==> src/rtl/uart_tx.sv <==
// uart_tx: 8N1-style serial transmitter clocked by the shared 16x baud tick.
// A one-cycle start strobe latches a byte, which is sent LSB-first framed by a
// low start bit and STOP_BITS high stop bits. All outputs are registered.
module uart_tx #(
  parameter int unsigned SAMPLING_COUNTER_LIMIT = 16,
  parameter int unsigned DATA_WIDTH             = 8,
  parameter int unsigned STOP_BITS              = 1
) (
  input  logic                  I_sys_clk,
  input  logic                  I_rst,
  input  logic                  I_baud_tick,
  input  logic [DATA_WIDTH-1:0] I_tx_data,
  input  logic                  I_tx_start,
  output logic                  o_tx_serial_data,
  output logic                  o_tx_busy,
  output logic                  o_tx_done
);

  localparam int unsigned TICK_W  = $clog2(SAMPLING_COUNTER_LIMIT);
  localparam int unsigned BIT_MAX = (DATA_WIDTH > STOP_BITS) ? DATA_WIDTH : STOP_BITS;
  localparam int unsigned BIT_W   = (BIT_MAX > 1) ? $clog2(BIT_MAX) : 1;

  localparam logic [TICK_W-1:0] TICK_LAST = TICK_W'(SAMPLING_COUNTER_LIMIT - 1);
  localparam logic [BIT_W-1:0]  DATA_LAST = BIT_W'(DATA_WIDTH - 1);
  localparam logic [BIT_W-1:0]  STOP_LAST = BIT_W'(STOP_BITS - 1);

  typedef enum logic [3:0] {
    IDLE  = 4'b0001,
    START = 4'b0010,
    DATA  = 4'b0100,
    STOP  = 4'b1000
  } state_t;

  state_t                state, state_nxt;
  logic [TICK_W-1:0]     tick_cnt, tick_nxt;
  logic [BIT_W-1:0]      bit_cnt, bit_nxt;
  logic [DATA_WIDTH-1:0] shift_reg, shift_nxt;
  logic                  line_nxt, busy_nxt, done_nxt;
  logic                  bit_end;

  // A bit period closes on the tick that sees the counter at its last value.
  assign bit_end = I_baud_tick && (tick_cnt == TICK_LAST);

  // Next-state, counter, shifter and next-output decode.
  always_comb begin
    // NOTE: every output of this block gets a default first so that no path
    // through the case statement leaves a variable unassigned (no latches).
    state_nxt = state;
    tick_nxt  = tick_cnt;
    bit_nxt   = bit_cnt;
    shift_nxt = shift_reg;
    line_nxt  = 1'b1;
    busy_nxt  = 1'b0;
    done_nxt  = 1'b0;

    // The baud counter runs in every active state and wraps at each bit end.
    if (state != IDLE && I_baud_tick) begin
      tick_nxt = bit_end ? '0 : tick_cnt + TICK_W'(1);
    end

    case (state)
      IDLE: begin
        if (I_tx_start) begin
          shift_nxt = I_tx_data;
          tick_nxt  = '0;
          bit_nxt   = '0;
          state_nxt = START;
          line_nxt  = 1'b0;
          busy_nxt  = 1'b1;
        end
      end
      START: begin
        line_nxt = 1'b0;
        busy_nxt = 1'b1;
        if (bit_end) begin
          state_nxt = DATA;
          line_nxt  = shift_reg[0];
        end
      end
      DATA: begin
        line_nxt = shift_reg[0];
        busy_nxt = 1'b1;
        if (bit_end) begin
          shift_nxt = shift_reg >> 1;
          if (bit_cnt == DATA_LAST) begin
            bit_nxt   = '0;
            state_nxt = STOP;
            line_nxt  = 1'b1;
          end else begin
            bit_nxt  = bit_cnt + BIT_W'(1);
            line_nxt = shift_nxt[0];
          end
        end
      end
      STOP: begin
        line_nxt = 1'b1;
        busy_nxt = 1'b1;
        if (bit_end) begin
          if (bit_cnt == STOP_LAST) begin
            bit_nxt   = '0;
            state_nxt = IDLE;
            busy_nxt  = 1'b0;
            done_nxt  = 1'b1;
          end else begin
            bit_nxt = bit_cnt + BIT_W'(1);
          end
        end
      end
      default: begin
        // Corrupted one-hot encoding: park in IDLE with the line high.
        state_nxt = IDLE;
        tick_nxt  = '0;
        bit_nxt   = '0;
      end
    endcase
  end

  // State, datapath and output registers; reset wins over every other input.
  always_ff @(posedge I_sys_clk) begin
    // NOTE: registers are updated with non-blocking assignments so every
    // flop samples the pre-edge values, independent of statement order.
    if (I_rst) begin
      state            <= IDLE;
      tick_cnt         <= '0;
      bit_cnt          <= '0;
      shift_reg        <= '0;
      o_tx_serial_data <= 1'b1;
      o_tx_busy        <= 1'b0;
      o_tx_done        <= 1'b0;
    end else begin
      state            <= state_nxt;
      tick_cnt         <= tick_nxt;
      bit_cnt          <= bit_nxt;
      shift_reg        <= shift_nxt;
      o_tx_serial_data <= line_nxt;
      o_tx_busy        <= busy_nxt;
      o_tx_done        <= done_nxt;
    end
  end

endmodule
==> config.mk <==
export PLATFORM = sky130hd
export DESIGN_NAME = uart_tx
export DESIGN_NICKNAME = d
export VERILOG_FILES = /design/src/rtl/uart_tx.sv
export SDC_FILE = /design/constraint.sdc
export NUM_CORES = 1
export LEC_CHECK = 0
export CAP_MARGIN = 25
export CORE_MARGIN = 1
export CORE_UTILIZATION = 45
export DETAILED_ROUTE_END_ITERATION = 10
export PLACE_DENSITY_LB_ADDON = 0.08
export SYNTH_ARGS = -nofsm -noshare
export SYNTH_HDL_FRONTEND = slang
export SYNTH_SLANG_ARGS = --single-unit
==> constraint.sdc <==
create_clock -name I_sys_clk -period 2.1 [get_ports I_sys_clk]
set_clock_uncertainty 0.2 [all_clocks]
set_input_delay 0.21 -clock I_sys_clk [delete_from_list [all_inputs] [get_ports I_sys_clk]]
set_output_delay 0.21 -clock I_sys_clk [all_outputs]
set_load 0.02 [all_outputs]
==> reports/results.txt, run 1 <==
1st-iter DRT viols = 26
Die width = 54.2 µm
Placed Cells = 199
Final worst-path cycle share = 96.1%
Hold Slack = 254 ps
DR vias/cell = 5.68
Met2 Routed Length = 1380 µm
Total global routing overflow = 0
Die Height = 54.2 µm
Fmax = 496 MHz
Worst IR drop on VDD = 656 µV
Critical Path RT = 2110 ps
Total CTS buffers = 3
Clock Latency Late Sink = 310 ps
Clock Sink Count = 22
Worst Tran Pin Value = 419 ps
Fin cells = 204
Max reg flops = 8
Setup Viol. Count Final = 0
Cts hold-fix bufs = 0
Clk buf depth = 2
Metal-1 WL = 1300 µm
Worst-path clk slew = 120 ps
First-pass GRT wire length = 4480 µm
Remaining DRCs = 0
P_leak = 0.610 nW
CP Class = flip-flop to flip-flop
Top routing layer used = met4
Yosys reg bits = 22
Row cnt = 18
Net Count, Synth = 160
Top Ports = 15
Detail Route met3 WL = 85 µm
Netlist cell types = 44
Unrepaired setup endpoints after global routing = false
Top_reg_cell synth = dfxtp_1
Arr. time, crit path = 2030 ps
Fin Setup TNS = 0 ps
Status = completed
Register-to-Register Path Depth = 5
Die area = 0.00294 mm²
Max-slew headroom = 71.7%
CP Capture Type = flip-flop
Port buffer count = 14
Via count = 1159
Mapped Avg Cell Area = 8.52 µm²
Initial antenna violation count = 0
Async S/R FF share, synth = 0%
Hold path depth = 3
Dominant cell type by area after synthesis = dfxtp_1
Fill cells = 225
Routed Antenna Nets = 0
Max Cap Viol = 0
Mapped cell area = 0.00123 mm²
Largest net degree at the start of global routing = 19
Vias in the first global route = 998
Synth top area share = 35.9%
Layout cells sized above 1 = 21.3%
Final net count = 191
Htree depth = 1
Post-synthesis sequential area ratio = 35.9%
Initial Util = 48.6%
Final hold vios = 0
Syn Inst Count = 144
Detail Placement HPWL = 2030 µm
Post-synth EDFFs = 0
Root Driver = clkbuf_4
Synth area leaders = dfxtp_1, nand2_1, nor2_1
Post-synth top cells = dfxtp_1, nand2_1, nor2_1, inv_1, o21ai_0
All-layer global routing usage = 21.4%
Pwr Density = 1090 mW/mm²
Ant. Diodes = 0
Worst min-delay path category = primary input to flip-flop
Core Area = 0.00252 mm²
Ys Warns = 0
Drt total wl = 2780 µm
Min Clock Period, post-route = 2020 ps
CP max FO = 5
Top-count cell post-synth = dfxtp_1
Drt pass-1 iters = 4
Area delta synth->final = 29.2%
CP Launch Type = flip-flop
Pwr Total = 1.73 mW
Routed wire length per instance = 13.6 µm
Max-slew violations = 0
CTS tree = yes
GPL Wtd Cong = 0.851
[critical path: stages, from the launching register on]
cell and delay, ps:
dfxtp_1 370, buf_4 160, or4b_1 530, o22ai_2 240, a311oi_4 90, mux2_4 320
[what timing repair did]
action / 4_1_cts / 5_1_grt
resized for setup: 0 / 5
buffers inserted: 0 / 1
endpoints found under the setup margin: 0 / 13
[cell usage in the layout (no fill, tap or decap), types with 2 or more instances in the layout]
master and n:
dfxtp_1 20, nand3_1 4, buf_4 21, o22ai_1 2
nor2_1 14, dfxtp_2 2, inv_1 7, a21oi_1 6
nand4_1 5, clkbuf_4 3, or4b_1 3, o21ai_0 7
ha_1 4, clkdlybuf4s50_1 14, nor2b_1 2, a311oi_1 6
or4_1 2, nand2_1 19, xor2_1 2, a311oi_2 2
[through the flow]
stage	instance area, µm²	utilization, %	setup slack, ps
after floorplan	1230	-	148
after global placement	1510	59.8	64.0
after detailed placement	1510	59.8	20.5
after CTS	1540	61.2	0.464
after global routing	1580	62.8	3.31
final	1580	62.8	82.0
[report_power, final]
part | total [mW] | internal, mW | switching [mW]
sequential | 0.597 | 0.515 | 0.0824
combinational | 0.903 | 0.461 | 0.442
clock | 0.233 | 0.106 | 0.127
total | 1.73 | 1.08 | 0.652
[layout make-up]
cell class / count / area (µm²) / share of cell area (%)
clock buffers: 4 / 36.3 / 2.29
inverters: 7 / 26.3 / 1.66
well taps: 30 / 37.5 / 2.37
multi-input cells: 105 / 723 / 45.7
flip-flops and latches: 22 / 443 / 28.0
repair buffers: 36 / 318 / 20.1
[routing by layer]
metal  up-vias  global-route usage, %
li1        593                      -
met1       544                   27.6
met2        20                   35.4
met3         2                   2.54
met4         0                   8.97
met5         -                      0
[cells by family after synthesis]
family / Yosys count / synth area share [%]
AOI/OAI and AO/OA: 37 / 24.3
muxes: 1 / 1.22
buffers and inverters: 17 / 6.53
adders and majority gates: 4 / 4.08
and+or+nand+nor: 60 / 25.8
DFF: 22 / 35.9
xor gates and xnor gates: 3 / 2.14
[final timing paths]
path                              startpoint            to  slack [ps]
worst max-delay path                state[0]      state[3]          80
worst max register to register      state[0]      state[3]          80
worst min-delay path            I_tx_data[7]  shift_reg[7]         250
worst min register to register   tick_cnt[1]   tick_cnt[1]         280
Note: power is estimated with default switching activity, not from simulation.
==> inputs of run 2 (changes only) <==
- CORE_MARGIN: 1 -> not set
==> results of run 2 <==
Same layout as run 1: the final DEF is identical, and so are final timing and power.
==> inputs of run 3 (changes only) <==
- HOLD_SLACK_MARGIN: not set -> 0.15
==> results of run 3 <==
Same layout as run 1: the final DEF is identical, and so are final timing and power.
